## src/rtl/uart_loader_pkg.sv

```systemverilog
// Shared definitions for the UART boot loader: frame magic, FSM encodings
// and the default bit timing.
package uart_loader_pkg;

  localparam logic [7:0] FRAME_MAGIC          = 8'hA5;
  localparam int         DEFAULT_CLKS_PER_BIT = 217;

  typedef enum logic [2:0] {
    WAIT_MAGIC,
    LEN_LO,
    LEN_HI,
    DATA,
    CHECK,
    RUN,
    ERROR
  } ldr_state_t;

  typedef enum logic [1:0] {
    RX_IDLE,
    RX_START,
    RX_DATA,
    RX_STOP
  } rx_state_t;

endpackage

```

## src/rtl/uart_loader_if.sv

```systemverilog
// Word write port from the loader into the data side of the dual-port RAM.
interface uart_loader_if #(
  parameter int ADDR_WIDTH = 14
);

  logic [ADDR_WIDTH-1:0] mem_addr;
  logic [31:0]           mem_wdata;
  logic [3:0]            mem_wenable;

  modport master (output mem_addr, mem_wdata, mem_wenable);
  modport slave  (input  mem_addr, mem_wdata, mem_wenable);

endinterface

```

## src/rtl/uart_loader_rx.sv

```systemverilog
// 8N1 UART receiver: 2-flop synchronizer, falling-edge start detect,
// mid-bit sampling; emits a one-cycle byte_valid or frame_err per character.
module uart_rx
  import uart_loader_pkg::*;
#(
  parameter int CLKS_PER_BIT = DEFAULT_CLKS_PER_BIT
) (
  input  logic       clk,
  input  logic       rst,
  input  logic       rx,
  output logic       byte_valid,
  output logic [7:0] rx_byte,
  output logic       frame_err
);

  localparam int             CW   = $clog2(CLKS_PER_BIT + 1);
  localparam logic [CW-1:0]  HALF = CW'(CLKS_PER_BIT / 2 - 1);
  localparam logic [CW-1:0]  FULL = CW'(CLKS_PER_BIT - 1);

  logic [1:0]    sync;
  logic          prev;
  rx_state_t     state;
  logic [CW-1:0] cnt;
  logic [2:0]    bit_idx;
  logic [7:0]    shreg;

  always_ff @(posedge clk) begin
    if (rst) begin
      sync       <= '1;
      prev       <= 1'b1;
      state      <= RX_IDLE;
      cnt        <= '0;
      bit_idx    <= '0;
      shreg      <= '0;
      rx_byte    <= '0;
      byte_valid <= 1'b0;
      frame_err  <= 1'b0;
    end else begin
      sync       <= {sync[0], rx};
      prev       <= sync[1];
      byte_valid <= 1'b0;
      frame_err  <= 1'b0;
      case (state)
        RX_IDLE: begin
          if (prev && !sync[1]) begin
            state <= RX_START;
            cnt   <= '0;
          end
        end
        RX_START: begin
          // A high line at mid-start is treated as a glitch, not a character.
          if (cnt == HALF) begin
            cnt     <= '0;
            bit_idx <= '0;
            state   <= sync[1] ? RX_IDLE : RX_DATA;
          end else begin
            cnt <= cnt + 1'b1;
          end
        end
        RX_DATA: begin
          if (cnt == FULL) begin
            cnt   <= '0;
            shreg <= {sync[1], shreg[7:1]};
            if (bit_idx == 3'd7) state <= RX_STOP;
            else                 bit_idx <= bit_idx + 1'b1;
          end else begin
            cnt <= cnt + 1'b1;
          end
        end
        RX_STOP: begin
          if (cnt == FULL) begin
            cnt   <= '0;
            state <= RX_IDLE;
            if (sync[1]) begin
              rx_byte    <= shreg;
              byte_valid <= 1'b1;
            end else begin
              frame_err  <= 1'b1;
            end
          end else begin
            cnt <= cnt + 1'b1;
          end
        end
        default: state <= RX_IDLE;
      endcase
    end
  end

endmodule

```

## src/rtl/uart_loader.sv

```systemverilog
// Boot loader: parses A5/LEN/payload/CHK frames from the UART, writes words
// into RAM and holds the CPU in reset until a frame verifies or boot times out.
module uart_loader
  import uart_loader_pkg::*;
#(
  parameter int CLKS_PER_BIT = DEFAULT_CLKS_PER_BIT,
  parameter int BOOT_TIMEOUT = 25_000_000,
  parameter int MEM_WORDS    = 4096,
  parameter int ADDR_WIDTH   = 14
) (
  input  logic             clk,
  input  logic             rst,
  input  logic             uart_rx,
  uart_loader_if.master    mem,
  output logic             cpu_hold,
  output logic             busy,
  output logic             error
);

  localparam logic [31:0] TMO_LAST = 32'(BOOT_TIMEOUT - 1);
  localparam logic [16:0] MAX_LEN  = 17'(MEM_WORDS);

  logic       byte_valid;
  logic [7:0] rx_byte;
  logic       frame_err;

  uart_rx #(.CLKS_PER_BIT(CLKS_PER_BIT)) u_rx (
    .clk        (clk),
    .rst        (rst),
    .rx         (uart_rx),
    .byte_valid (byte_valid),
    .rx_byte    (rx_byte),
    .frame_err  (frame_err)
  );

  ldr_state_t  state;
  logic [15:0] len;
  logic [15:0] word_idx;
  logic [1:0]  byte_idx;
  logic [7:0]  chk;
  logic        armed;
  logic [31:0] tcnt;
  logic        err_event;
  logic        is_magic;

  assign is_magic = byte_valid && (rx_byte == FRAME_MAGIC);

  always_comb begin
    err_event = 1'b0;
    if (frame_err && (state inside {LEN_LO, LEN_HI, DATA, CHECK, ERROR}))
      err_event = 1'b1;
    if (byte_valid && state == LEN_HI && {1'b0, rx_byte, len[7:0]} > MAX_LEN)
      err_event = 1'b1;
    if (byte_valid && state == CHECK && rx_byte != chk)
      err_event = 1'b1;
  end

  always_ff @(posedge clk) begin
    if (rst) begin
      state           <= WAIT_MAGIC;
      mem.mem_addr    <= '0;
      mem.mem_wdata   <= '0;
      mem.mem_wenable <= '0;
      cpu_hold        <= 1'b1;
      busy            <= 1'b0;
      error           <= 1'b0;
      len             <= '0;
      word_idx        <= '0;
      byte_idx        <= '0;
      chk             <= '0;
      armed           <= 1'b1;
      tcnt            <= '0;
    end else begin
      mem.mem_wenable <= '0;
      if (err_event) begin
        state    <= ERROR;
        error    <= 1'b1;
        cpu_hold <= 1'b1;
        busy     <= 1'b0;
        armed    <= 1'b0;
      end else begin
        case (state)
          WAIT_MAGIC: begin
            if (is_magic) begin
              state    <= LEN_LO;
              cpu_hold <= 1'b1;
              busy     <= 1'b1;
              armed    <= 1'b0;
            end else if (armed && tcnt == TMO_LAST) begin
              state    <= RUN;
              cpu_hold <= 1'b0;
              armed    <= 1'b0;
            end else if (armed) begin
              tcnt <= tcnt + 1'b1;
            end
          end
          LEN_LO: begin
            if (byte_valid) begin
              len[7:0] <= rx_byte;
              state    <= LEN_HI;
            end
          end
          LEN_HI: begin
            if (byte_valid) begin
              len      <= {rx_byte, len[7:0]};
              word_idx <= '0;
              byte_idx <= '0;
              chk      <= '0;
              state    <= ({rx_byte, len[7:0]} == 16'd0) ? CHECK : DATA;
            end
          end
          DATA: begin
            if (byte_valid) begin
              mem.mem_wdata[{byte_idx, 3'b000} +: 8] <= rx_byte;
              chk      <= chk ^ rx_byte;
              byte_idx <= byte_idx + 1'b1;
              if (byte_idx == 2'd3) begin
                mem.mem_wenable <= '1;
                mem.mem_addr    <= {word_idx[ADDR_WIDTH-3:0], 2'b00};
                word_idx        <= word_idx + 1'b1;
                if (16'(word_idx + 16'd1) == len) state <= CHECK;
              end
            end
          end
          CHECK: begin
            // A mismatching checksum is routed through err_event above.
            if (byte_valid) begin
              state    <= RUN;
              cpu_hold <= 1'b0;
              busy     <= 1'b0;
              error    <= 1'b0;
            end
          end
          RUN: begin
            if (is_magic) begin
              state    <= LEN_LO;
              cpu_hold <= 1'b1;
              busy     <= 1'b1;
            end
          end
          ERROR:   state <= WAIT_MAGIC;
          default: state <= WAIT_MAGIC;
        endcase
      end
    end
  end

endmodule
```

## src/flat_wrapper.sv

```systemverilog
// flat-port wrapper written by rule: the top's interface ports become plain ports
module uart_loader_flat import uart_loader_pkg::*;
#(
  parameter int CLKS_PER_BIT = DEFAULT_CLKS_PER_BIT,
  parameter int BOOT_TIMEOUT = 25_000_000,
  parameter int MEM_WORDS    = 4096,
  parameter int ADDR_WIDTH   = 14
)
  (clk, rst, uart_rx, cpu_hold, busy, error, mem_mem_addr, mem_mem_wdata, mem_mem_wenable);
  uart_loader_if #(.ADDR_WIDTH(ADDR_WIDTH)) mem_i ();
  input  logic clk;
  input  logic rst;
  input  logic uart_rx;
  output logic cpu_hold;
  output logic busy;
  output logic error;
  output wire logic [$bits(mem_i.mem_addr)-1:0] mem_mem_addr;
  output wire logic [$bits(mem_i.mem_wdata)-1:0] mem_mem_wdata;
  output wire logic [$bits(mem_i.mem_wenable)-1:0] mem_mem_wenable;
  assign mem_mem_addr = mem_i.mem_addr;
  assign mem_mem_wdata = mem_i.mem_wdata;
  assign mem_mem_wenable = mem_i.mem_wenable;
  uart_loader #(.CLKS_PER_BIT(CLKS_PER_BIT), .BOOT_TIMEOUT(BOOT_TIMEOUT), .MEM_WORDS(MEM_WORDS), .ADDR_WIDTH(ADDR_WIDTH)) u_core (.clk(clk), .rst(rst), .uart_rx(uart_rx), .mem(mem_i), .cpu_hold(cpu_hold), .busy(busy), .error(error));
endmodule
```

## config.mk

```make
export PLATFORM = sky130hd
export DESIGN_NAME = uart_loader_flat
export DESIGN_NICKNAME = d
export VERILOG_FILES = /design/src/rtl/uart_loader_pkg.sv /design/src/rtl/uart_loader_if.sv /design/src/rtl/uart_loader_rx.sv /design/src/rtl/uart_loader.sv /design/src/flat_wrapper.sv
export SDC_FILE = /design/constraint.sdc
export NUM_CORES = 1
export LEC_CHECK = 0
export CAP_MARGIN = 15
export CORE_UTILIZATION = 40
export DETAILED_ROUTE_END_ITERATION = 8
export GPL_TIMING_DRIVEN = 0
export HOLD_SLACK_MARGIN = 0.08
export SYNTH_ARGS = -nofsm -noshare
export SYNTH_HDL_FRONTEND = slang
export SYNTH_SLANG_ARGS = --single-unit
```

## constraint.sdc

```tcl
create_clock -name clk -period 2.2 [get_ports clk]
set_input_delay 0.44 -clock clk [delete_from_list [all_inputs] [get_ports clk]]
set_output_delay 0.44 -clock clk [all_outputs]
set_load 0.01 [all_outputs]
```

==> results_tabular.tex <==
\begin{tabular}{lr}
\hline
Metric & Value \\
\hline
\multicolumn{2}{l}{\textbf{Status}} \\
Status & finished, final reports clean \\
\multicolumn{2}{l}{\textbf{Final layout}} \\
Nets & 1035 \\
Layout-stage area growth over the synthesis result & 26.6\% \\
Proportion of layout cells with a drive suffix above 1 & 16.9\% \\
Final core utilization & 52.2\% \\
Area of all placed cells without fillers & 9860 um2 \\
Fillers & 1754 \\
Diode insertion count for antenna repair & 0 \\
\multicolumn{2}{l}{\textbf{Synthesis}} \\
Sequential share of the synthesized area & 41.1\% \\
Cell types with the largest area share after synthesis & dfxtp\_1, a21oi\_1, nand2\_1 \\
Most repeated cell in the gate-level netlist after synthesis & dfxtp\_1 \\
Count of cell types in the netlist & 68 \\
Post-synth ARST share & 0\% \\
Synth Warn \# & 0 \\
Area share of the largest cell type after synthesis & 41.1\% \\
Cell count after synthesis & 925 \\
Dominant synthesized flop cell & dfxtp\_1 \\
Combined area of all synthesized cells & 7790 um2 \\
Most numerous cell types in the synthesized netlist & dfxtp\_1, nand2\_1, nor2\_1, a21oi\_1, nand3\_1 \\
Post-synthesis area per instance & 8.42 um2 \\
Synth Register Bits & 160 \\
Post-synth EDFFs & 0 \\
Cell taking the most area after synthesis & dfxtp\_1 \\
\multicolumn{2}{l}{\textbf{Drt}} \\
Detailed-route vias per instance & 5.33 \\
First-pass DRT Iterations & 5 \\
Via count & 6891 \\
Wire length per cell & 16.3 um \\
DRT antenna net count & 0 \\
Post-route DRC & 0 \\
Total Routed Length & 21.0 mm \\
DRC marker count from the first detailed-route iteration & 374 \\
\multicolumn{2}{l}{\textbf{Timing}} \\
Crit path time final & 2.20 ns \\
Clock Skew & 0.0129 ns \\
RSZ-0062 raised after global routing & yes \\
Tightest Pin Transition & 0.860 ns \\
Final setup violation count & 0 \\
Relative slew margins & 42.5\% \\
Fmax & 0.455 GHz \\
Count of final max-slew check failures & 0 \\
Part of the cycle the worst path needs & 99.9\% \\
Final hold violation count & 0 \\
\multicolumn{2}{l}{\textbf{Clocking}} \\
Clk root buf & clkbuf\_16 \\
Buffer depth of the longest clock path & 2 \\
Hold buffer count at CTS & 0 \\
Clock-pin transition on the worst setup and hold timing paths & 0.07 ns \\
TritonCTS Buffers & 17 \\
Clock tree from TritonCTS & yes \\
Number of H-tree branching levels & 4 \\
Clock latency at the later pin of the worst-skew pair & 0.44 ns \\
Clock tree sinks & 160 \\
\multicolumn{2}{l}{\textbf{Global route}} \\
Wire length of the first global-routing pass & 33.4 mm \\
Antenna violations before repair & 0 \\
Total overflow reported by the global router & 0 \\
Total Routing Usage GR & 21.4\% \\
Largest net degree at the start of global routing & 17 \\
Vias in the first global route & 6381 \\
\multicolumn{2}{l}{\textbf{Die}} \\
Die width & 142 um \\
Area of the die & 20000 um2 \\
Initial core utilization & 41.2\% \\
Number of top-level pins & 56 \\
Height of the chip & 142 um \\
Core footprint & 18900 um2 \\
Row count & 50 \\
\multicolumn{2}{l}{\textbf{Pwr}} \\
Power density over the cells & 697 nW/um2 \\
Worst vdd rail ir drop & 602 uV \\
Leakage Power & 3.55 nW \\
\multicolumn{2}{l}{\textbf{Setup path}} \\
Register-to-register setup slack & 0.002 ns \\
Critical path capture point type & flop \\
Biggest fanout along the worst timing path & 8 \\
R2R Path Start & u\_core.byte\_idx[0] \\
Category of the worst setup path launch point & flop \\
Crit path arrival time & 2.57 ns \\
Depth of the worst register-to-register path & 5 \\
Data required time of the worst path & 2.57 ns \\
Startpoint-to-endpoint class of the critical path & flop to flop \\
Start point of the critical path & u\_core.byte\_idx[0] \\
\multicolumn{2}{l}{\textbf{Min path}} \\
Type of the tightest min-delay check & flop to flop \\
Hold Path Origin & u\_core.u\_rx.sync[0] \\
Cell depth of the worst min-delay path & 1 \\
\multicolumn{2}{l}{\textbf{Run}} \\
Max-capacitance violation count & 0 \\
\multicolumn{2}{l}{\textbf{Place}} \\
Port Buffers & 53 \\
Estimated wirelength of the detail-placed design & 14.5 mm \\
Global placement routability congestion & 0.898 \\
Area after DPL & 8650 um2 \\
\hline
\end{tabular}
## layer usage
metal,global-route usage (%),wire (um),up-vias
met3,3.41,929,26
met2,34.3,9770,171
met1,28.7,9950,3249
met4,8.49,376,0
li1,-,-,3445
met5,0,0,-
## final cells by class
class                           count  area, um2  area share (%)
Clock inverter                     14        191            1.94
Clock buffer                       18        439            4.45
Tap cell                          260        325            3.30
Timing Repair Buffer               77        711            7.20
Sequential cell                   160       3230            32.8
Buffer                             61        378            3.83
Inverter                           11       45.0           0.457
Multi-Input combinational cell    692       4540            46.0
## sequential cells by signal, summed over array words and instances, names as in the netlist, 2 cells and up, named ones only
signal	count
u_core.u_rx.bit_idx	3
u_core.mem.mem_addr	12
u_core.byte_idx	2
u_core.chk	8
u_core.tcnt	32
u_core.u_rx.rx_byte	8
u_core.state	3
u_core.mem.mem_wdata	32
u_core.len	16
u_core.u_rx.cnt	8
u_core.word_idx	16
u_core.u_rx.sync	2
u_core.u_rx.shreg	8
## path summary, 6_finish.rpt
| kind | end |
|---|---|
| setup / recovery | u_core.mem.mem_wdata[30] |
| hold / removal | u_core.u_rx.sync[1] |
| setup reg to reg | u_core.mem.mem_wdata[30] |
| hold reg to reg | u_core.u_rx.sync[1] |
## critical path, stage by stage, from the launching register on
cell	delay, ns
dfxtp_1	0.48
inv_1	0.19
ha_1	0.39
nor3_1	0.68
nand3_1	0.21
a21oi_1	0.18
## cells by family (layout without fill, tap and decap cells)
kind of cell / count (synthesis) / count (layout) / share of synthesized area [%]
AOI/OAI and AO/OA: 163 / 163 / 12.6
and+or+nand+nor: 424 / 424 / 29.1
buffers and inverters: 74 / 181 / 4.43
adders and majority gates: 12 / 12 / 1.93
muxes: 32 / 32 / 4.11
xor gates and xnor gates: 59 / 59 / 6.63
DFF: 160 / 160 / 41.1
other: 1 / 2 / 0.0481
## report_power, final
part,switching [mW],internal (mW)
clock network,1.33,1.86
logic,0.455,0.247
registers,0.0462,2.94
## placed cells by master, fill, tap and decap left out, types with 5 or more instances in the layout
cell / instances
inv_6: 6
clkbuf_4: 6
clkdlybuf4s50_1: 53
and3_1: 20
nand4_1: 19
xnor2_1: 42
mux2i_1: 32
nor4_1: 7
clkbuf_1: 25
nor3b_1: 11
buf_6: 10
and2_1: 5
ha_1: 10
inv_1: 10
nor3_1: 7
nand2b_1: 8
and3_2: 6
or3_1: 7
xor2_1: 15
buf_2: 8
a311oi_1: 14
clkbuf_16: 17
dfxtp_1: 144
nor2b_1: 10
a21oi_1: 88
dfxtp_2: 12
o21ai_0: 25
nand2_1: 111
nand3_1: 53
buf_4: 31
nor2_1: 90
and4_1: 5
nand3b_1: 8
## stage by stage
step / TNS, ns / std cells / worst slack [ns] / total power [mW] / hold slack [ns]
2_1_floorplan: 0 / 926 / 0.0493 / 3.51 / 0.389
3_3_place_gp: -19.79 / 1239 / -0.524 / 3.68 / 0.393
3_5_place_dp: -21.35 / 1239 / -0.491 / 3.68 / 0.400
4_1_cts: -0.0164 / 1275 / -0.0164 / 6.89 / 0.417
5_1_grt: -3.29 / 1293 / -0.246 / 7.15 / 0.425
6_report: 0 / 1293 / 0.00179 / 6.88 / 0.414
## timing repair
item	in CTS	in global routing
resized for setup	38	79
endpoints found under the setup margin	88	84
pin swaps	5	17
gates cloned	0	0
buffers inserted	5	19
Note: power is estimated with default switching activity, not from simulation.
